===== config.mk =====
export PLATFORM = sky130hd
export DESIGN_NAME = region_stream_reader
export DESIGN_NICKNAME = d
export VERILOG_FILES = /design/src/rtl/mem_pkg.sv /design/src/rtl/stream_fifo.sv /design/src/rtl/region_stream_reader.sv
export SDC_FILE = /design/constraint.sdc
export NUM_CORES = 1
export LEC_CHECK = 0
export ABC_AREA = 1
export BUFFER_PORTS_ARGS = -buffer_cell sky130_fd_sc_hd__buf_4
export CAP_MARGIN = 5
export CORE_MARGIN = 3
export CORE_UTILIZATION = 50
export DETAILED_ROUTE_END_ITERATION = 8
export HOLD_SLACK_MARGIN = 0.15
export PLACE_DENSITY_LB_ADDON = 0.05
export SYNTH_ARGS = -nofsm -noshare
export SYNTH_HDL_FRONTEND = slang
export SYNTH_SLANG_ARGS = --single-unit

===== constraint.sdc =====
create_clock -name clock -period 7.9 [get_ports clock]
set_clock_uncertainty 0.1 [all_clocks]
set_input_delay 0 -clock clock [delete_from_list [all_inputs] [get_ports clock]]
set_output_delay 0 -clock clock [all_outputs]
set_load 0.05 [all_outputs]

===== src/rtl/mem_pkg.sv =====
// -----------------------------------------------------------------------------
// mem_pkg
// Shared definitions for the memory-handle clients: default address/data
// widths and the state encoding of the region stream reader.
// No ports (package).
// -----------------------------------------------------------------------------
package mem_pkg;

  localparam int ADDR_SIZE = 23;  // memory word-address width
  localparam int DATA_SIZE = 32;  // memory word width

  typedef enum logic [1:0] {
    IDLE  = 2'd0,
    ISSUE = 2'd1,
    WAIT  = 2'd2,
    DRAIN = 2'd3
  } rsr_state_e;

endpackage : mem_pkg


===== src/rtl/stream_fifo.sv =====
// -----------------------------------------------------------------------------
// stream_fifo
// Register-based FIFO whose head entry is driven straight from storage flops,
// so a word pushed in cycle N is visible at pop_data in cycle N+1.
// Push and pop in the same cycle are accepted at any occupancy, including full.
//
// Ports:
//   clock      in   rising-edge clock
//   reset      in   synchronous active-high reset (empties the FIFO)
//   push       in   write push_data (ignored when full unless popping too)
//   push_data  in   WIDTH-bit entry
//   pop        in   remove head entry (ignored when empty)
//   pop_data   out  head entry, meaningful only while valid
//   valid      out  FIFO not empty
//   count      out  current occupancy, 0..DEPTH
// -----------------------------------------------------------------------------
module stream_fifo #(
  parameter int DEPTH = 4,   // power of two, 2..16
  parameter int WIDTH = 33
) (
  input  logic                       clock,
  input  logic                       reset,
  input  logic                       push,
  input  logic [WIDTH-1:0]           push_data,
  input  logic                       pop,
  output logic [WIDTH-1:0]           pop_data,
  output logic                       valid,
  output logic [$clog2(DEPTH+1)-1:0] count
);

  localparam int PTR_W = $clog2(DEPTH);
  localparam int CNT_W = $clog2(DEPTH+1);

  logic [WIDTH-1:0] mem_q [DEPTH];
  logic [PTR_W-1:0] rd_ptr_q, rd_ptr_d;
  logic [PTR_W-1:0] wr_ptr_q, wr_ptr_d;
  logic [CNT_W-1:0] count_q, count_d;
  logic             do_push, do_pop;

  // NOTE: every output of an always_comb gets a default first so no path
  // leaves a variable unassigned, which would infer a latch.
  always_comb begin
    do_pop   = pop && (count_q != '0);
    // When full, the slot being popped this cycle is the one written.
    do_push  = push && ((count_q != CNT_W'(DEPTH)) || do_pop);
    rd_ptr_d = rd_ptr_q + PTR_W'(do_pop);
    wr_ptr_d = wr_ptr_q + PTR_W'(do_push);
    count_d  = count_q + CNT_W'(do_push) - CNT_W'(do_pop);
  end

  // NOTE: state flops use non-blocking assignments so every flop samples the
  // pre-edge values, independent of statement order.
  always_ff @(posedge clock) begin
    if (reset) begin
      rd_ptr_q <= '0;
      wr_ptr_q <= '0;
      count_q  <= '0;
    end else begin
      rd_ptr_q <= rd_ptr_d;
      wr_ptr_q <= wr_ptr_d;
      count_q  <= count_d;
    end
  end

  // NOTE: the storage array is deliberately not reset; count_q alone decides
  // which entries are meaningful, so clearing the data would buy nothing.
  always_ff @(posedge clock) begin
    if (do_push) begin
      mem_q[wr_ptr_q] <= push_data;
    end
  end

  assign pop_data = mem_q[rd_ptr_q];
  assign valid    = (count_q != '0);
  assign count    = count_q;

endmodule : stream_fifo


===== src/rtl/region_stream_reader.sv =====
// -----------------------------------------------------------------------------
// region_stream_reader
// Reads the inclusive word range [region_begin, region_end] through a
// single-outstanding memory handle and streams the words out through a
// valid/ready interface, flagging the word read from region_end with out_last.
//
// Ports:
//   clock, reset                      clock, synchronous active-high reset
//   start, region_begin, region_end   one-cycle request and its region
//   busy, finished                    operation status / completion pulse
//   mem_region_begin/end, mem_ptr     latched region and current read address
//   mem_r_en, mem_w_en                read request (held until done), write=0
//   mem_read_through, mem_write_through, mem_data_store   tied 0
//   mem_avail, mem_done, mem_data_load                    memory responses
//   out_valid, out_ready, out_data, out_last              output stream
// -----------------------------------------------------------------------------
module region_stream_reader
  import mem_pkg::*;
#(
  parameter int FIFO_DEPTH = 4,
  parameter int ADDR_W     = ADDR_SIZE,
  parameter int DATA_W     = DATA_SIZE
) (
  input  logic              clock,
  input  logic              reset,
  input  logic              start,
  input  logic [ADDR_W-1:0] region_begin,
  input  logic [ADDR_W-1:0] region_end,
  output logic              busy,
  output logic              finished,
  output logic [ADDR_W-1:0] mem_region_begin,
  output logic [ADDR_W-1:0] mem_region_end,
  output logic [ADDR_W-1:0] mem_ptr,
  output logic              mem_r_en,
  output logic              mem_w_en,
  output logic              mem_read_through,
  output logic              mem_write_through,
  output logic [DATA_W-1:0] mem_data_store,
  input  logic              mem_avail,
  input  logic              mem_done,
  input  logic [DATA_W-1:0] mem_data_load,
  output logic              out_valid,
  input  logic              out_ready,
  output logic [DATA_W-1:0] out_data,
  output logic              out_last
);

  localparam int CNT_W = $clog2(FIFO_DEPTH+1);

  rsr_state_e        state_q, state_d;
  logic [ADDR_W-1:0] ptr_q, ptr_d;
  logic [ADDR_W-1:0] begin_q, begin_d;
  logic [ADDR_W-1:0] end_q, end_d;

  logic              fifo_push, fifo_pop, fifo_valid;
  logic [DATA_W:0]   fifo_push_data, fifo_pop_data;
  logic [CNT_W-1:0]  fifo_count;

  assign fifo_pop       = fifo_valid && out_ready;
  assign fifo_push_data = {(ptr_q == end_q), mem_data_load};

  always_comb begin
    state_d   = state_q;
    ptr_d     = ptr_q;
    begin_d   = begin_q;
    end_d     = end_q;
    mem_r_en  = 1'b0;
    fifo_push = 1'b0;
    finished  = 1'b0;
    unique case (state_q)
      IDLE: begin
        if (start) begin
          begin_d = region_begin;
          end_d   = region_end;
          ptr_d   = region_begin;
          state_d = (region_begin > region_end) ? DRAIN : ISSUE;
        end
      end
      ISSUE: begin
        // Only one read is ever outstanding, so a free slot now is still
        // free when its data returns.
        mem_r_en = (fifo_count < CNT_W'(FIFO_DEPTH));
        if (mem_r_en && mem_avail) state_d = WAIT;
      end
      WAIT: begin
        mem_r_en = 1'b1;
        if (mem_done) begin
          fifo_push = 1'b1;
          ptr_d     = ptr_q + ADDR_W'(1);
          // Termination keys off the last flag, so a region ending at the
          // top address never relies on the pointer wrapping.
          state_d   = (ptr_q == end_q) ? DRAIN : ISSUE;
        end
      end
      DRAIN: begin
        // Complete in the cycle the final buffered word is accepted.
        if (!fifo_valid || ((fifo_count == CNT_W'(1)) && fifo_pop)) begin
          finished = 1'b1;
          state_d  = IDLE;
        end
      end
      default: state_d = IDLE;
    endcase
  end

  always_ff @(posedge clock) begin
    if (reset) begin
      state_q <= IDLE;
      ptr_q   <= '0;
      begin_q <= '0;
      end_q   <= '0;
    end else begin
      state_q <= state_d;
      ptr_q   <= ptr_d;
      begin_q <= begin_d;
      end_q   <= end_d;
    end
  end

  stream_fifo #(
    .DEPTH (FIFO_DEPTH),
    .WIDTH (DATA_W + 1)
  ) u_fifo (
    .clock     (clock),
    .reset     (reset),
    .push      (fifo_push),
    .push_data (fifo_push_data),
    .pop       (fifo_pop),
    .pop_data  (fifo_pop_data),
    .valid     (fifo_valid),
    .count     (fifo_count)
  );

  // busy drops in the same cycle finished pulses.
  assign busy              = (state_q != IDLE) && !finished;
  assign mem_region_begin  = begin_q;
  assign mem_region_end    = end_q;
  assign mem_ptr           = ptr_q;
  assign mem_w_en          = 1'b0;
  assign mem_read_through  = 1'b0;
  assign mem_write_through = 1'b0;
  assign mem_data_store    = '0;
  // Storage is unreset, so the head is masked until an entry is valid.
  assign out_valid         = fifo_valid;
  assign out_data          = fifo_valid ? fifo_pop_data[DATA_W-1:0] : '0;
  assign out_last          = fifo_valid && fifo_pop_data[DATA_W];

endmodule : region_stream_reader


==> results.sh, run 1 <==
export IMPL_status="complete, no violations"
export IMPL_io_pins=225
export IMPL_place_area_mm2=0.0115
export IMPL_met1_usage_pct=30.3
export IMPL_ys_top_cells_by_area="edfxtp_1 39%, dfxtp_1 16%, nor2_1 8.6%"
export IMPL_clk_pin_slew_ps=60
export IMPL_synth_cell_types=43
export IMPL_root_buffer="clkbuf_16"
export IMPL_final_util_pct=69.0
export IMPL_grt_met2_usage_pct=41.7
export IMPL_synth_most_common_cell="nor2_1"
export IMPL_crit_type="register to register"
export IMPL_dr_pass1_iters=5
export IMPL_design_area_mm2=0.0135
export IMPL_worst_slew_pin_slew_ps=985
export IMPL_fp_coreArea_mm2=0.0196
export IMPL_grt_util_all_layers_pct=23.7
export IMPL_dp_cells=1548
export IMPL_end_kind="register"
export IMPL_drtIter0Drc=632
export IMPL_drv_cap=0
export IMPL_use_met3_pct=4.45
export IMPL_async_flop_share_pct=0
export IMPL_pre_cts_ws_ps=5020
export IMPL_synth_area_per_cell_um2=8.82
export IMPL_final_cells=1704
export IMPL_ys_ff_latch=210
export IMPL_relSlewSlack_pct=34.2
export IMPL_crit_family="buffers and inverters"
export IMPL_post_cts_buffers=0
export IMPL_vdd_ir_drop_max_v=0.000255
export IMPL_hpwl_um=16800
export IMPL_rsz0062_at_grt="false"
export IMPL_portBuffers=189
export IMPL_synth_edff_count=132
export IMPL_cts_inserted_buffers=23
export IMPL_ys_flop_type="edfxtp_1"
export IMPL_yosysWarnings=0
export IMPL_clock_sinks=210
export IMPL_clk_path_buf_depth=3
export IMPL_grt_overflow=0
export IMPL_fin_setup_tns_ps=0
export IMPL_setup_viol=0
export IMPL_synth_yosys_seq_area_share_pct=55.0
export IMPL_start_util_pct=51.3
export IMPL_hold_violations=0
export IMPL_antenna_cells=0
export IMPL_cts_tree="done"
export IMPL_crit_slowest_cell="dlygate4sd3_1"
export IMPL_grt_pass1_vias=8115
export IMPL_cts_htree_levels=1
export IMPL_routed_wl_um=26800
export IMPL_grt_pass1_wl_um=41800
export IMPL_slew_violations=0
export IMPL_layout_nets=1541
export IMPL_synth_top_area_share_pct=39.4
export IMPL_synthTopCellsByCount="229 x nor2_1, 152 x nand2_1, 133 x o21ai_0"
export IMPL_core_rowCount=51
export IMPL_path_common_cell="inv_2"
export IMPL_die_y_um=148
export IMPL_clock_latency_ps=490
export IMPL_startpoint_type="register"
export IMPL_route_vias_total=8595
export IMPL_wl_per_cell_um=15.7
export IMPL_cp_arrival_ps=3490
export IMPL_path_buf_inv=4
export IMPL_busiest_layer="met2"
export IMPL_dieArea_mm2=0.0218
export IMPL_syn_instance_count=1139
export IMPL_synth_top_area_cell="edfxtp_1"
export IMPL_globalplace_congestion=0.897
export IMPL_ant_nets=0
export IMPL_total_leakage_power_nw=5.69
export IMPL_p_per_area_mw_per_mm2=376
export IMPL_power_total_mw=5.09
export IMPL_postCtsResizedCells=0
export IMPL_min_period_ps=3230
export IMPL_netlist_area_mm2=0.0101
export IMPL_vias_per_cell=5.04
export IMPL_finalCritPeriodShare_pct=40.8
export IMPL_final_layout_size_suffix_gt1_share_pct=18.5
export IMPL_hold_class="input pin to register"
export IMPL_hold_ws_ps=161
export IMPL_fmax_ghz=0.310
export IMPL_crit_required_ps=8160
export IMPL_layout_setup_ws_ps=4670
export IMPL_antenna_found_initial=0
export IMPL_dieWidth_um=148
export IMPL_worstPathMaxFanout=27
export IMPL_cp_cell_sequence="inv_1 -> ha_1 -> inv_2 -> o22ai_2 -> dlygate4sd3_1 -> a21oi_4 -> inv_2 -> a21oi_1 -> o21a_1 -> nor3_2"
export IMPL_grt_max_degree=69
export IMPL_cts_hold_buffers=113
export IMPL_syn2layout_area_growth_pct=34.5
export IMPL_drcViolationCount=0
export IMPL_critPathMaxStageDelay_ps=620
[report_power, final]
part | switching, mW | total (mW) | internal, mW
clock network | 0.416 | 1.15 | 0.732
logic | 1.75 | 2.46 | 0.708
registers | 0.161 | 1.48 | 1.32
[flip-flops by register name (all words and copies together), names as in the netlist]
signal,count
state_q,2
mem_ptr,23
u_fifo.count,3
u_fifo.rd_ptr_q,2
mem_region_end,23
u_fifo.mem_q,132
mem_region_begin,23
u_fifo.wr_ptr_q,2
[cell type report]
cell class	instances	area [um^2]
Sequential cell	210	5530
Timing Repair Buffer	314	2650
Fill cell	1500	6070
Clock inverter	12	185
Tap cell	265	332
Inverter	103	387
Clock buffer	29	638
Multi-Input combinational cell	771	3810
[per-layer routing]
layer / vias up / part of all wire [%] / wire length (um)
li1: 4291 / - / -
met1: 4009 / 42 / 11300
met5: - / 0 / 0
met4: 0 / 1.8 / 483
met3: 30 / 6.7 / 1800
met2: 265 / 49 / 13200
[cells in the final DEF (no fill, tap or decap), types with 3 or more instances in the layout]
cell type,count
o211ai_1,3
inv_2,3
xnor2_1,5
a211oi_1,5
o21ai_1,4
edfxtp_1,132
clkbuf_8,4
nand4_1,7
nor3_1,11
dfxtp_1,77
bufinv_16,5
buf_4,199
inv_1,100
ha_1,33
o21ai_0,133
nand3_1,18
xor2_1,5
nor3_2,5
nor2_1,228
nand2_1,152
conb_1,35
clkbuf_16,23
a21oi_1,94
a21oi_2,3
nor2_4,4
clkinv_2,4
dlygate4sd3_1,115
nor2_2,3
nand3_2,4
[path summary, 6_finish.rpt]
kind	startpoint	to	slack, ps	depth (start not counted)
worst max register to register	state_q[0]	mem_ptr[18]	4670	10
worst max-delay path	state_q[0]	mem_ptr[18]	4670	10
worst min-delay path	mem_data_load[24]	u_fifo.mem_q[3][24]	160	2
worst min register to register	mem_region_end[15]	mem_region_end[15]	390	2
[kinds of logic (layout without fill, tap and decap cells)]
group / Yosys count / after routing / share of synthesized area (%)
AOI/OAI and AO/OA: 253 / 253 / 13.3
adders and majority gates: 34 / 34 / 4.31
and+or+nand+nor: 439 / 439 / 17.8
other: 1 / 35 / 0.0373
DFF: 210 / 210 / 55.0
buffers and inverters: 192 / 458 / 8.70
xor gates and xnor gates: 10 / 10 / 0.871
(Power assumes the default switching activity.)
==> run 2: changes to the inputs <==
- CORE_UTILIZATION: 50 -> 49
- clock period: 7.9 -> 2.9 ns (I/O delays scaled with it)
==> results.sh, run 2 (synthesis gave the netlist of run 1 again) <==
export IMPL_dr_pass1_iters=5
export IMPL_largest_reg_flops=132
export IMPL_hold_depth=4
export IMPL_multi_input_area_mm2=0.00383
export IMPL_fp_coreArea_mm2=0.0198
export IMPL_drtIter0Drc=547
export IMPL_worstPathMaxFanout=67
export IMPL_post_cts_buffers=0
export IMPL_portBuffers=189
export IMPL_seq_area_mm2=0.00553
export IMPL_busiest_layer="met2"
export IMPL_total_leakage_power_nw=5.84
export IMPL_io_pins=225
export IMPL_clock_latency_ps=510
export IMPL_clk_path_buf_depth=3
export IMPL_layout_nets=1569
export IMPL_relSlewSlack_pct=25.0
export IMPL_vias_per_cell=5.00
export IMPL_reg2reg_depth=9
export IMPL_grt_max_degree=68
export IMPL_grt_util_all_layers_pct=23.9
export IMPL_root_buffer="clkbuf_16"
export IMPL_top_register="u_fifo.mem_q"
export IMPL_core_rowCount=51
export IMPL_place_area_mm2=0.0116
export IMPL_dieWidth_um=149
export IMPL_grt_overflow=0
export IMPL_p_per_area_mw_per_mm2=1010
export IMPL_worst_slew_pin_slew_ps=1120
export IMPL_grt_pass1_wl_um=43200
export IMPL_grt_met2_usage_pct=41.6
export IMPL_antenna_cells=0
export IMPL_clk_pin_slew_ps=60
export IMPL_syn2layout_area_growth_pct=37.4
export IMPL_end_kind="output port"
export IMPL_hold_class="input pin to register"
export IMPL_dieArea_mm2=0.0223
export IMPL_min_period_ps=2420
export IMPL_wl_per_cell_um=15.7
export IMPL_antenna_found_initial=0
export IMPL_start_util_pct=50.8
export IMPL_ant_nets=0
export IMPL_layout_common_cells="228 x nor2_1, 203 x buf_4, 152 x nand2_1"
export IMPL_clock_sinks=210
export IMPL_final_layout_size_suffix_gt1_share_pct=18.6
export IMPL_final_common_cell="nor2_1"
export IMPL_hold_violations=0
export IMPL_startpoint_type="register"
export IMPL_setup_viol=0
export IMPL_routed_wl_um=27200
export IMPL_cts_tree="done"
export IMPL_fill_cells=1572
export IMPL_hpwl_um=17400
export IMPL_crit_type="register to output port"
export IMPL_r2r_slack_ps=480
export IMPL_power_total_mw=13.9
export IMPL_globalplace_congestion=0.857
export IMPL_grt_pass1_vias=8507
export IMPL_finalCritPeriodShare_pct=83.4
export IMPL_drv_cap=0
export IMPL_met1_usage_pct=31.4
export IMPL_die_y_um=149
export IMPL_vdd_ir_drop_max_v=0.000701
export IMPL_design_area_mm2=0.0138
export IMPL_rsz0062_at_grt="false"
export IMPL_fmax_ghz=0.414
export IMPL_cp_arrival_ps=2320
export IMPL_use_met3_pct=3.98
export IMPL_route_vias_total=8665
export IMPL_status="complete, no violations"
export IMPL_cts_htree_levels=1
export IMPL_crit_required_ps=2800
export IMPL_slew_violations=0
export IMPL_drcViolationCount=0
export IMPL_cts_inserted_buffers=23
-- run 2: changes by cell type in the layout (fill, tap and decap cells not counted), sizes merged --
cell / before / now
clkbuf: 29 / 30
buf: 199 / 205
bufinv: 5 / 3
inv: 103 / 106
dlygate4sd3: 115 / 137
clkinv: 6 / 5
-- run 2: layout make-up --
class                           count  share of cell area (%)
Timing Repair Buffer              342                    21.3
Clock buffer                       30                    4.58
Clock inverter                     12                    1.18
Sequential cell                   210                    40.0
Inverter                          103                    2.80
Multi-Input combinational cell    771                    27.8
Tap cell                          265                    2.40
-- run 2: through the flow --
step	utilization [%]	std cells	setup WS, ps	hold slack, ps	TNS [ps]
2_1_floorplan	-	1173	-45.2	-1.13	-5960
3_3_place_gp	58.8	1554	651	109	0
3_5_place_dp	58.8	1554	581	109	0
4_1_cts	69.8	1733	447	205	0
5_1_grt	69.8	1733	308	259	0
6_report	69.8	1733	482	226	0
-- run 2: final timing paths --
check                         end                from
min reg2reg    mem_region_end[21]  mem_region_end[21]
min          mem_region_begin[15]    region_begin[15]
max                  out_data[15]  u_fifo.rd_ptr_q[0]
max reg2reg            mem_ptr[1]          state_q[0]
-- run 2: routing by layer --
layer | part of all wire (%) | wire length [um]
met1 | 42 | 11500
met2 | 49 | 13400
met3 | 6.2 | 1690
met4 | 2.2 | 600
met5 | 0 | 0
-- run 2: where the power goes --
part           internal (mW)  total, mW  switching (mW)
Clock                   1.83       3.04            1.22
Combinational           2.04       6.83            4.78
Sequential              3.60       4.05           0.449
-- run 2: worst max-delay path, cell delays in order, from the launching register on --
cell and delay (ps):
dfxtp_2 330, buf_4 570, nor2_1 110, nor2_1 100, o21ai_0 90, a21oi_1 310, buf_4 260
-- run 2: what timing repair did --
action / in CTS / in global routing
gates resized for setup: 0 / 0
hold endpoints to repair: 206 / 0
hold buffers: 137 / 0
endpoints found under the setup margin: 0 / 0
